<file path="src/rtl/soin_bpredictor_update_ctrl_pkg.sv">
// Shared types and constants for the branch-predictor counter-table update
// controller.
//   state_t          : controller mode (table sweep vs. normal update traffic)
//   BP_CTR_*         : 2-bit saturating counter width and named values
//   BP_DROP_W/MAX    : width and saturation value of the dropped-update counter
package soin_bpredictor_update_ctrl_pkg;

  typedef enum logic {
    ST_INIT = 1'b0,   // sweeping the table to the initial counter value
    ST_RUN  = 1'b1    // table valid, applying resolved-branch updates
  } state_t;

  localparam int              BP_CTR_WIDTH   = 2;
  localparam logic [1:0]      BP_CTR_WEAK_NT = 2'b01;
  localparam logic [1:0]      BP_CTR_MAX     = 2'b11;
  localparam logic [1:0]      BP_CTR_MIN     = 2'b00;

  localparam int              BP_DROP_W      = 16;
  localparam logic [15:0]     BP_DROP_MAX    = 16'hFFFF;

endpackage

</file>
<file path="src/rtl/soin_bpredictor_update_ctrl_fifo.sv">
// Small in-order FIFO holding pending counter-table writes {index, counter}.
//   clk, reset : clock, synchronous active-high reset
//   push/wdata : enqueue; accepted when not full, or when full with a pop
//   pop/rdata  : dequeue head; rdata is the current head (valid when !empty)
//   flush      : drop all contents (wins over push/pop)
//   full/empty : occupancy flags
//   level      : registered occupancy, 0..2**DEPTH_L
module soin_bpredictor_update_fifo #(
  parameter int WIDTH   = 15,
  parameter int DEPTH_L = 2
) (
  input  logic               clk,
  input  logic               reset,
  input  logic               push,
  input  logic [WIDTH-1:0]   wdata,
  input  logic               pop,
  input  logic               flush,
  output logic [WIDTH-1:0]   rdata,
  output logic               full,
  output logic               empty,
  output logic [DEPTH_L:0]   level
);

  localparam int DEPTH = 1 << DEPTH_L;
  localparam logic [DEPTH_L:0] FULL_CNT = {1'b1, {DEPTH_L{1'b0}}};

  logic [WIDTH-1:0]   mem [DEPTH];
  logic [DEPTH_L-1:0] wr_ptr, rd_ptr;
  logic [DEPTH_L:0]   count;
  logic               do_push, do_pop;

  assign empty   = (count == '0);
  assign full    = (count == FULL_CNT);
  assign level   = count;
  assign rdata   = mem[rd_ptr];

  // A pop frees the head slot in the same edge, so push while full is fine
  // as long as it is paired with a pop.
  assign do_pop  = pop && !empty;
  assign do_push = push && (!full || do_pop);

  always_ff @(posedge clk) begin
    if (reset || flush) begin
      wr_ptr <= '0;
      rd_ptr <= '0;
      count  <= '0;
    end else begin
      if (do_push) wr_ptr <= wr_ptr + 1'b1;
      if (do_pop)  rd_ptr <= rd_ptr + 1'b1;
      case ({do_push, do_pop})
        2'b10:   count <= count + 1'b1;
        2'b01:   count <= count - 1'b1;
        default: count <= count;
      endcase
    end
  end

  // Storage needs no reset: the pointers/count define what is valid.
  always_ff @(posedge clk) begin
    if (do_push && !flush && !reset) mem[wr_ptr] <= wdata;
  end

endmodule

</file>
<file path="src/rtl/soin_bpredictor_update_ctrl.sv">
// Sequencer for the single write port of the 2-bit predictor counter table.
// After reset or a clear it sweeps every entry to INIT_CTR while holding the
// fetch-side stall; afterwards it turns resolved branches into saturating
// counter writes, queueing those it cannot issue immediately.
//   clk, reset             : clock, synchronous active-high reset
//   execute_ctrl_update    : resolved-branch update valid
//   execute_ctrl_index     : table index from the fetch meta
//   execute_ctrl_ctr       : counter value read at fetch
//   execute_ctrl_dir       : actual direction (1 = taken)
//   soin_ctrl_clear        : request full table re-initialisation
//   ctrl_mem_wraddress/data/wren : registered table write port
//   ctrl_bpredictor_stall  : table invalid, predictions must not be used
//   ctrl_fifo_level        : pending-update FIFO occupancy
//   ctrl_drop_count        : saturating count of dropped updates
module soin_bpredictor_update_ctrl
  import soin_bpredictor_update_ctrl_pkg::*;
#(
  parameter int         INDEX_W      = 13,
  parameter logic [1:0] INIT_CTR     = BP_CTR_WEAK_NT,
  parameter int         FIFO_DEPTH_L = 2
) (
  input  logic                      clk,
  input  logic                      reset,
  input  logic                      execute_ctrl_update,
  input  logic [INDEX_W-1:0]        execute_ctrl_index,
  input  logic [BP_CTR_WIDTH-1:0]   execute_ctrl_ctr,
  input  logic                      execute_ctrl_dir,
  input  logic                      soin_ctrl_clear,
  output logic [INDEX_W-1:0]        ctrl_mem_wraddress,
  output logic [BP_CTR_WIDTH-1:0]   ctrl_mem_data,
  output logic                      ctrl_mem_wren,
  output logic                      ctrl_bpredictor_stall,
  output logic [FIFO_DEPTH_L:0]     ctrl_fifo_level,
  output logic [BP_DROP_W-1:0]      ctrl_drop_count
);

  localparam int ENT_W = INDEX_W + BP_CTR_WIDTH;
  localparam logic [INDEX_W-1:0] SWEEP_LAST = '1;

  state_t                    state_q, state_d;
  logic [INDEX_W-1:0]        sweep_q, sweep_d;
  logic                      wren_d;
  logic [INDEX_W-1:0]        addr_d;
  logic [BP_CTR_WIDTH-1:0]   data_d;
  logic                      stall_d;
  logic                      drop;

  logic                      fifo_push, fifo_pop, fifo_flush;
  logic                      fifo_full, fifo_empty;
  logic [ENT_W-1:0]          fifo_rdata;
  logic [INDEX_W-1:0]        head_idx;
  logic [BP_CTR_WIDTH-1:0]   head_ctr;
  logic [BP_CTR_WIDTH-1:0]   new_ctr;

  // Saturating 2-bit counter step from the value seen at fetch.
  always_comb begin
    new_ctr = execute_ctrl_ctr;
    if (execute_ctrl_dir) begin
      if (execute_ctrl_ctr != BP_CTR_MAX) new_ctr = execute_ctrl_ctr + 1'b1;
    end else begin
      if (execute_ctrl_ctr != BP_CTR_MIN) new_ctr = execute_ctrl_ctr - 1'b1;
    end
  end

  assign head_idx = fifo_rdata[ENT_W-1:BP_CTR_WIDTH];
  assign head_ctr = fifo_rdata[BP_CTR_WIDTH-1:0];

  soin_bpredictor_update_fifo #(
    .WIDTH   (ENT_W),
    .DEPTH_L (FIFO_DEPTH_L)
  ) u_fifo (
    .clk   (clk),
    .reset (reset),
    .push  (fifo_push),
    .wdata ({execute_ctrl_index, new_ctr}),
    .pop   (fifo_pop),
    .flush (fifo_flush),
    .rdata (fifo_rdata),
    .full  (fifo_full),
    .empty (fifo_empty),
    .level (ctrl_fifo_level)
  );

  always_comb begin
    state_d    = state_q;
    sweep_d    = sweep_q;
    wren_d     = 1'b0;
    addr_d     = ctrl_mem_wraddress;
    data_d     = ctrl_mem_data;
    stall_d    = ctrl_bpredictor_stall;
    fifo_push  = 1'b0;
    fifo_pop   = 1'b0;
    fifo_flush = 1'b0;
    drop       = 1'b0;

    unique case (state_q)
      ST_INIT: begin
        stall_d = 1'b1;
        if (soin_ctrl_clear) begin
          // Restart the sweep; queued updates survive and land after it.
          sweep_d = '0;
        end else begin
          wren_d  = 1'b1;
          addr_d  = sweep_q;
          data_d  = INIT_CTR;
          sweep_d = sweep_q + 1'b1;
          if (sweep_q == SWEEP_LAST) state_d = ST_RUN;
        end
        // The write port is busy, so every update must queue or be lost.
        if (execute_ctrl_update) begin
          if (fifo_full) drop      = 1'b1;
          else           fifo_push = 1'b1;
        end
      end

      ST_RUN: begin
        stall_d = 1'b0;
        if (soin_ctrl_clear) begin
          // Queued counters describe a table that is about to be wiped, and
          // a same-cycle update is equally stale: discard without counting.
          state_d    = ST_INIT;
          sweep_d    = '0;
          fifo_flush = 1'b1;
          stall_d    = 1'b1;
        end else if (!fifo_empty) begin
          // Older queued writes go first to keep acceptance order.
          fifo_pop  = 1'b1;
          wren_d    = 1'b1;
          addr_d    = head_idx;
          data_d    = head_ctr;
          fifo_push = execute_ctrl_update;
        end else if (execute_ctrl_update) begin
          wren_d = 1'b1;
          addr_d = execute_ctrl_index;
          data_d = new_ctr;
        end
      end

      default: begin
        state_d = ST_INIT;
        sweep_d = '0;
      end
    endcase
  end

  always_ff @(posedge clk) begin
    if (reset) begin
      state_q               <= ST_INIT;
      sweep_q               <= '0;
      ctrl_mem_wren         <= 1'b0;
      ctrl_mem_wraddress    <= '0;
      ctrl_mem_data         <= '0;
      ctrl_bpredictor_stall <= 1'b1;
      ctrl_drop_count       <= '0;
    end else begin
      state_q               <= state_d;
      sweep_q               <= sweep_d;
      ctrl_mem_wren         <= wren_d;
      ctrl_mem_wraddress    <= addr_d;
      ctrl_mem_data         <= data_d;
      ctrl_bpredictor_stall <= stall_d;
      if (drop && (ctrl_drop_count != BP_DROP_MAX))
        ctrl_drop_count <= ctrl_drop_count + 1'b1;
    end
  end

endmodule

</file>
<file path="config.mk">
export PLATFORM = sky130hd
export DESIGN_NAME = soin_bpredictor_update_ctrl
export DESIGN_NICKNAME = d
export VERILOG_FILES = /design/src/rtl/soin_bpredictor_update_ctrl_pkg.sv /design/src/rtl/soin_bpredictor_update_ctrl_fifo.sv /design/src/rtl/soin_bpredictor_update_ctrl.sv
export SDC_FILE = /design/constraint.sdc
export NUM_CORES = 1
export LEC_CHECK = 0
export CELL_PAD_IN_SITES_DETAIL_PLACEMENT = 0
export CELL_PAD_IN_SITES_GLOBAL_PLACEMENT = 1
export CORE_ASPECT_RATIO = 1.2
export CORE_MARGIN = 5
export CORE_UTILIZATION = 41
export DETAILED_ROUTE_END_ITERATION = 16
export PLACE_DENSITY = 0.79
export SLEW_MARGIN = 15
export SYNTH_ARGS = -nofsm -noshare
export SYNTH_HDL_FRONTEND = slang
export SYNTH_SLANG_ARGS = --single-unit
</file>
<file path="constraint.sdc">
create_clock -name clk -period 2.45 [get_ports clk]
set_clock_uncertainty 0.2 [all_clocks]
set_input_delay 0.49 -clock clk [delete_from_list [all_inputs] [get_ports clk]]
set_output_delay 0.49 -clock clk [all_outputs]
set_load 0.03 [all_outputs]
</file>
## Yosys cells after proc, flatten, opt, wreduce, memory -nomap -nowiden

Memory sizes are Yosys's and may differ from the RTL's. A register that Yosys moved wholly into a read port is not among the register bits.
Index checks and enable logic that the tools add are counted.

| word-level totals | value |
|---|---|
| register bits | 54 |
| memories | 1 |
| word-level logic and storage cells | 88 |
| bits in writable memories | 60 |
| input bits | 20 |
| output and inout port bits | 36 |

Memories:

| name | depth | width | rd ports | clocked after Yosys merged registers in | wr ports | line | RTL |
|---|---|---|---|---|---|---|---|
| u_fifo.mem | 4 | 15 | 1 | 1 | 1 | soin_bpredictor_update_ctrl_fifo.sv:27 | `logic [WIDTH-1:0] mem [DEPTH];` |

| cells by class | value |
|---|---|
| reductions and logical operators | 15 |
| $add $sub $neg | 8 |
| muxes and demuxes | 43 |
| bitwise gates (word level) | 1 |
| equal/unequal tests | 10 |

Operators with widths:

| cell | number |
|---|---|
| 13-bit 2-to-1 mux | 6 |
| 13-bit one-hot mux with 2 select lines | 2 |
| 1-bit 2-to-1 mux | 20 |
| 2-bit 2-to-1 mux | 9 |
| 16-bit by 1-bit adder with 16-bit output (second input constant) | 1 |
| 16-bit inequality test (second input constant) | 1 |
| 13-bit by 1-bit adder with 13-bit output (second input constant) | 1 |
| 13-bit equality test (second input constant) | 1 |
| 2-bit inequality test (second input constant) | 4 |
| 1-bit one-hot mux with 2 select lines | 4 |
| 2-bit by 1-bit adder with 2-bit output (second input constant) | 3 |
| 3-bit one-hot mux with 2 select lines | 1 |
| 1-bit logical AND | 5 |
| 1-bit zero test | 4 |
| 2-bit one-hot mux with 2 select lines | 1 |
| 2-bit nonzero test | 2 |
| 3-bit by 1-bit adder with 3-bit output (second input constant) | 1 |
| 3-bit equality test (second input constant) | 1 |
| 3-bit zero test | 1 |
| 3-bit inequality test (second input constant) | 1 |
| 3-bit AND reduction | 1 |
| 3-bit by 1-bit subtractor with 3-bit output (second input constant) | 1 |
| 2-bit by 1-bit equality test with 1-bit output (second input constant) | 1 |
| 2-bit equality test (second input constant) | 1 |
| other kinds (3) | 4 |

## Depth between registers and ports, before layout

Gate-level depths: netlist (run 1).

| depth | value |
|---|---|
| depth after elaboration | 11 |
| mapped depth | 9 |

## By module

A second synthesis (run 1) with hierarchy kept.

| unflattened totals | value |
|---|---|
| cells, all modules | 417 |
| area total of the unflattened synthesis | 5023.6 µm² |

By module, submodules not included:

| module | cells each | area each (µm²) | instances |
|---|---|---|---|
| soin_bpredictor_update_fifo | 133 | 2656.3 | 1 |
| soin_bpredictor_update_ctrl | 284 | 2367.3 | 1 |

## Worst setup path before layout (run 1)

Ideal clock, no wire load.

| path | value |
|---|---|
| kind | register -> register |
| start point | register u_fifo.count[2], in the netlist u_fifo.level[2] |
| end point | register u_fifo.count[2], in the netlist u_fifo.level[2] |
| required time | 2180 ps |
| slack | -274 ps |
| buffers on the path | 0 |
| stages on the path, launching flop included | 9 |
| clock period less this slack | 2724 ps |
| arrival time | 2454 ps |
| path through | dfxtp_1 > xnor2_1 > o311ai_1 > ha_1 > inv_1 > fa_1 > xor2_1 > or3_1 > a21oi_1 |

| between the ends | value |
|---|---|
| word-level cells in the longest chain between the ends | 9 |
| elaborated cells on any way between the ends | 21 |
| classes of those cells | add/sub (2); eq/ne (3); mux (9); reduce/logical (7) |

RTL lines:

| what | line | RTL |
|---|---|---|
| start: declaration | soin_bpredictor_update_ctrl_fifo.sv:29 | `logic [DEPTH_L:0] count;` |
| start signal: assignment | soin_bpredictor_update_ctrl_fifo.sv:51 | `2'b10: count <= count + 1'b1;` |
| start signal: assignment | soin_bpredictor_update_ctrl_fifo.sv:52 | `2'b01: count <= count - 1'b1;` |
| start signal: assignment | soin_bpredictor_update_ctrl_fifo.sv:53 | `default: count <= count;` |
| 3-bit zero test | soin_bpredictor_update_ctrl_fifo.sv:32 | `assign empty = (count == '0);` |
| 1-bit 2-to-1 mux | soin_bpredictor_update_ctrl.sv:125 | `end else if (!fifo_empty) begin` |
| 1-bit 2-to-1 mux | soin_bpredictor_update_ctrl.sv:118 | `if (soin_ctrl_clear) begin` |
| 1-bit 2-to-1 mux | soin_bpredictor_update_ctrl.sv:96 | `unique case (state_q)` |
| 1-bit logical AND | soin_bpredictor_update_ctrl_fifo.sv:39 | `assign do_pop = pop && !empty;` |
| 1-bit logical OR | soin_bpredictor_update_ctrl_fifo.sv:40 | `assign do_push = push && (!full \|\| do_pop);` |
| 1-bit logical AND | soin_bpredictor_update_ctrl_fifo.sv:40 |  |
| 2-bit by 1-bit equality test with 1-bit output / 2-bit equality test (equally long branches) | soin_bpredictor_update_ctrl_fifo.sv:50 | `case ({do_push, do_pop})` |
| 3-bit one-hot mux with 2 select lines / 2-bit nonzero test (equally long branches) | n/a |  |

Several ways; a longest one is shown, not always the timed one.
A chain may end at the register's enable or synchronous reset.

## Final worst setup path (run 1)

Ends and elaborated chain as after synthesis.

==> flow_metrics.tcl, run 1 <==
set metrics [dict create \
    ys_seq_elements 116 \
    min_path_type "reg2reg" \
    insertion_delay_ns 0.41 \
    wire_per_inst_um 16.53 \
    worstPathMaxFanout 8 \
    ant_nets 0 \
    die_width_um 110.9 \
    placed_cells 635 \
    pre_cts_ws_ns -0.3523 \
    met3_usage_pct 4.637 \
    finalSetupViolations 0 \
    yosys_warnings 0 \
    cts_tree "built" \
    busiest_layer "met2" \
    clkPwrFrac_pct 48.5 \
    hold_viol_final 0 \
    maxCapViolations 0 \
    required_ns 2.59 \
    clk_pin_slew_ns 0.05 \
    via_per_inst 5.326 \
    layout_common_cells "edfxtp_1 (60), clkdlybuf4s50_1 (55), dfxtp_1 (52), nor2_1 (43), buf_4 (27)" \
    numCtsBuffers 17 \
    grtUsageMet1_pct 18.51 \
    vias 3558 \
    endpoint_kind "flop" \
    cp-start-kind "flop" \
    relSlewSlack_pct 63.23 \
    synth_top_family_by_area "simple AND/OR/NAND/NOR gates" \
    worstMarginPinSlew_ns 0.5473 \
    synth.net_count 439 \
    whs_path_depth 2 \
    gr-total-overflow 0 \
    drv_slew 0 \
    cts_root_buf "clkbuf_16" \
    synth.area.top_cells "edfxtp_1 (36%), dfxtp_1 (22%), mux4_2 (6.7%)" \
    ys.flop_type "edfxtp_1" \
    final_common_cell "edfxtp_1" \
    ys_async_sr_fraction_pct 0 \
    p_sw_uw 1078 \
    ir_drop_mv 0.5069 \
    drt_iter0_drc 213 \
    fin_crit_ns 2.355 \
    synth_area_um2 5007 \
    reg2regPathDepth 8 \
    status "finished clean" \
    utilization_pct 54.37 \
    antenna_found_initial 0 \
    min-delay-start "ctrl_mem_wraddress[5]" \
    worstSetupPathType "reg2reg" \
    synth-edff-count 60 \
    yosysTopAreaCell "edfxtp_1" \
    synthCells 411 \
    fin_nets 522 \
    grt_setup_unrepaired "no" \
    core_area_um2 12060 \
    finalNonFillerCells 668 \
    diodes 0 \
    grt_max_degree 29 \
    cts.path.max_buffers 2 \
    grt_usage_pct 15.98 \
    cp.arrival_ns 2.49 \
    wl_mm 11.04 \
    first_global_vias 3503 \
    timing.rr.start "u_fifo.level[2]" \
    synth.area.mux_share_pct 9.045 \
    internal-power_uw 3623 \
    pwr-share-seq_pct 45.2 \
    max_clock_freq_mhz 424.6 \
    area_growth_syn_to_layout_pct 30.91 \
    io_pins 56 \
    min_period_over_period_pct 96.13 \
    dp_hpwl_mm 7.770 \
    synth_compound_area_share_pct 8.621 \
    die_height_um 131.1 \
    synth_top_area_share_pct 35.98 \
    drive_above_1_share_pct 19.72 \
    dieArea_um2 14530 \
    initial_core_util_pct 41.53 \
    grt_pass1_wl_mm 18.07 \
    p_leak_uw 0.002152 \
    yosys.area_share.adder_pct 2.549 \
    synth-simple-area-share_pct 16.22 \
    hold_end "ctrl_mem_wraddress[5]" \
    num_rows 44 \
    cts_num_sinks 116 \
    timing.final.ws_setup_ns 0.09486 \
    synth_xor_area_share_pct 2.624 \
    powerDensity_nw_per_um2 717.2 \
    drc_errors 0 \
    worstReg2RegEnd "u_fifo.level[2]" \
    p_comb_share_pct 6.4 \
    dr.pass1.iters 4 \
    r2r_slack_ns 0.09 \
    avgSynthCellArea_um2 12.18 \
    met2_usage_pct 28.54 \
    h-tree-depth 4 \
    io_buffers 55 \
    netlist-cell-type-count 52 \
    yosysSeqAreaShare_pct 58.37 \
    gp_congestion 0.8209 \
    switching_share_pct 22.94 \
    cts_hold_buffers 0 \
]
[per-layer routing]
layer	vias to the layer above	share of wire [%]
met2	74	53
met4	0	1.3
met1	1748	42
met5	-	0
met3	9	3.4
li1	1727	-
[worst max path at each step]
stage	from	to	slack, ns	cells past startpoint
final	u_fifo.level[2]	u_fifo.level[2]	0.09	8
after global routing	u_fifo.level[2]	u_fifo.level[2]	0.02	8
after CTS	state_q	u_fifo.level[2]	0.006	8
after detailed placement	soin_ctrl_clear	u_fifo.level[2]	-0.35	8
after global placement	soin_ctrl_clear	u_fifo.level[2]	-0.24	9
after floorplan	u_fifo.level[2]	u_fifo.level[2]	0.07	8
[power groups by stage]
stage	sequential, µW	clock, µW	combinational [µW]
floorplan	2180	0	139
global placement	2160	0	294
detailed placement	2160	0	299
CTS	2120	2320	301
global route	2130	2430	327
finish	2120	2280	300
[critical path, stage by stage (launching register included)]
cell and delay [ns]:
dfxtp_4 0.37, xnor2_2 0.16, o311ai_4 0.31, ha_2 0.23, inv_1 0.05, fa_2 0.33
xor2_1 0.16, or3_1 0.33, a21oi_2 0.14
[cell type report]
class                      instances  area (µm²)
fill                             999        5502
clock buffer                      17       425.4
multi-input combinational        265        1997
inverter                           8       30.03
sequential                       116        2933
timing repair buffer              86       833.3
clock inverter                    15       135.1
tap                              161       201.4
[flip-flops by register name, indices dropped and copies added, names as in the netlist, named ones only]
register / flops
ctrl_bpredictor_stall: 1
ctrl_drop_count: 16
ctrl_mem_wren: 1
u_fifo.wr_ptr: 2
ctrl_mem_wraddress: 13
u_fifo.mem: 60
u_fifo.level: 3
sweep_q: 13
u_fifo.rd_ptr: 2
ctrl_mem_data: 2
state_q: 1
[Yosys cell counts, types with 7 or more instances]
master / number
nand3_1: 19
ha_1: 7
a21oi_1: 16
a311oi_1: 12
nor2_1: 43
nor2b_1: 7
nand4_1: 8
inv_1: 8
mux4_2: 15
nor3_1: 11
o31ai_1: 12
clkbuf_1: 12
nand2_1: 23
buf_2: 7
edfxtp_1: 60
dfxtp_1: 56
mux2i_1: 7
xor2_1: 9
[stage by stage]
stage / power [µW] / area [µm²] / TNS, ns / hold WS, ns
final: 4701 / 6555 / 0 / 0.2789
after global routing: 4884 / 6555 / 0 / 0.3009
after CTS: 4743 / 6523 / 0 / 0.2744
after detailed placement: 2463 / 5957 / -0.4528 / 0.2670
after global placement: 2455 / 5957 / -0.2517 / 0.2662
after floorplan: 2320 / 5029 / 0 / 0.2644
[cells by family after synthesis]
logic type,count (synthesis)
mux,26
flops,116
buf+inv,30
xor+xnor,15
fa+ha+maj,10
simple gates,152
compound gates,62
[timing repair]
item / CTS / global route
buffers inserted: 0 / 1
setup endpoints to repair: 1 / 1
gates resized for setup: 1 / 8
pin swaps: 0 / 2
Note: power is estimated with default switching activity, not from simulation.
==> inputs of run 2 (changes only) <==
Settings changed: CORE_UTILIZATION 41 to 46, DONT_BUFFER_PORTS from default to 1, PLACE_DENSITY 0.79 to 0.84.
==> run 2 against run 1 <==
  * Final area down 6.8%
  * Worst setup slack gained 0.0072 ns
  * Fmax rose by 0.31%
  * Non-clock buffer count down 36
  * Critical path type unchanged
  * Critical endpoint unchanged
==> flow_metrics.tcl, run 2 (same netlist as run 1, synthesis figures left out) <==
set metrics [dict create \
    grt_max_degree 33 \
    status "finished clean" \
    worstMarginPinSlew_ns 1.106 \
    r2r_slack_ns 0.10 \
    drive_above_1_share_pct 21.23 \
    cp.arrival_ns 2.49 \
    worstSetupPathType "reg2reg" \
    insertion_delay_ns 0.41 \
    fillers 842 \
    placed_area_um2 5366 \
    diodes 0 \
    ant_nets 0 \
    largest_register "u_fifo.mem" \
    required_ns 2.59 \
    pre_cts_ws_ns 0.08589 \
    die_width_um 105.2 \
    drt_iter0_drc 185 \
    dr.pass1.iters 4 \
    h-tree-depth 4 \
    cts_root_buf "clkbuf_16" \
    via_per_inst 5.788 \
    wire_per_inst_um 19.15 \
    timing.final.ws_setup_ns 0.1020 \
    startpoint "u_fifo.level[2]" \
    reg2regPathDepth 8 \
    reg.largest.list "u_fifo.mem x60, ctrl_drop_count x16" \
    cp-start-kind "flop" \
    grt_usage_pct 18.32 \
    first_global_vias 3546 \
    io_buffers 0 \
    drc_errors 0 \
    grt_pass1_wl_mm 18.77 \
    finalSetupViolations 0 \
    gr-total-overflow 0 \
    relSlewSlack_pct 26.01 \
    fin_tns_setup_ns 0 \
    gp_congestion 0.8414 \
    cts_tree "built" \
    clk_pin_slew_ns 0.06 \
    grt_setup_unrepaired "no" \
    die_height_um 124.3 \
    io_pins 56 \
    hold_viol_final 0 \
    wl_mm 11.49 \
    met3_usage_pct 7.154 \
    ir_drop_mv 0.4304 \
    vias 3473 \
    layout_common_cells "edfxtp_1 (60), dfxtp_1 (52), nor2_1 (43), buf_4 (34), nand2_1 (23)" \
    final_common_cell "edfxtp_1" \
    grtUsageMet1_pct 20.96 \
    utilization_pct 57.79 \
    fin_nets 486 \
    busiest_layer "met2" \
    min_path_type "in2reg" \
    antenna_found_initial 0 \
    worstReg2RegEnd "u_fifo.level[2]" \
    maxCapViolations 0 \
    cts.path.max_buffers 2 \
    area_growth_syn_to_layout_pct 21.96 \
    cts_num_sinks 116 \
    whs_path_depth 1 \
    fin_crit_ns 2.348 \
    p_leak_uw 0.002040 \
    min_period_over_period_pct 95.84 \
    met2_usage_pct 30.94 \
    drv_slew 0 \
    timing.rr.start "u_fifo.level[2]" \
    dieArea_um2 13080 \
    max_clock_freq_mhz 425.9 \
    powerDensity_nw_per_um2 778.2 \
    largest_register_ffs 60 \
    design_area_um2 6107 \
    numCtsBuffers 17 \
    initial_core_util_pct 47.38 \
    dp_hpwl_mm 7.484 \
    cp-endpoint "u_fifo.level[2]" \
    num_rows 41 \
    core_area_um2 10570 \
    worstPathMaxFanout 8 \
    endpoint_kind "flop" \
]
==> run 2: critical path, stage by stage, from the launching register on <==
cell and delay, ns:
dfxtp_2 0.40, xnor2_1 0.13, o311ai_4 0.27, ha_2 0.26
inv_1 0.05, fa_1 0.37, xor2_1 0.16, or3_1 0.30
a21oi_1 0.14
==> run 2: cell type report <==
cell class / instances / area, µm² / share of cell area [%]
Clock buffer: 17 / 425.4 / 6.966
Clock inverter: 15 / 156.4 / 2.561
Inverter: 8 / 30.03 / 0.4917
Multi-Input combinational cell: 265 / 1981 / 32.43
Sequential cell: 116 / 2928 / 47.94
Tap cell: 129 / 161.4 / 2.643
Timing Repair Buffer: 50 / 425.4 / 6.966
==> run 2: per-stage QoR <==
step	total power [µW]	cells	hold slack [ns]
6_report	4752	600	0.05158
5_1_grt	4924	600	0.03222
4_1_cts	4798	600	0.03171
3_5_place_dp	2367	553	0.3075
3_3_place_gp	2359	553	0.2901
2_1_floorplan	2320	411	0.2644
==> run 2: where the power goes <==
group	switching [µW]	internal [µW]	total (µW)
sequential	52.0	2090	2150
combinational	127	93.2	220
clock	888	1500	2390
==> run 2: what timing repair did <==
item	4_1_cts	5_1_grt
endpoints found under the setup margin	0	1
setup buffers	0	0
resized for setup	0	3
hold buffers	15	0
hold endpoints to repair	79	0
==> run 2: worst min path at each step <==
stage	start	end
after floorplan	sweep_q[11]	sweep_q[11]
after global placement	sweep_q[12]	sweep_q[12]
after detailed placement	sweep_q[12]	sweep_q[12]
after CTS	reset	ctrl_drop_count[9]
after global routing	reset	ctrl_drop_count[9]
final	reset	ctrl_drop_count[9]
==> run 2: routing by layer <==
metal / part of all wire [%] / routed length (µm) / vias to the layer above
met1: 41 / 4728 / 1707
li1: - / - / 1658
met2: 51 / 5886 / 94
met5: 0 / 0 / -
met4: 1.7 / 200 / 0
met3: 5.9 / 676 / 14
==> inputs of run 3 (changes only) <==
Settings changed: CTS_CLUSTER_SIZE from default to 40, SLEW_MARGIN 15 to default.
==> results of run 3 <==
Final layout, timing and power as in run 2 (identical DEF).
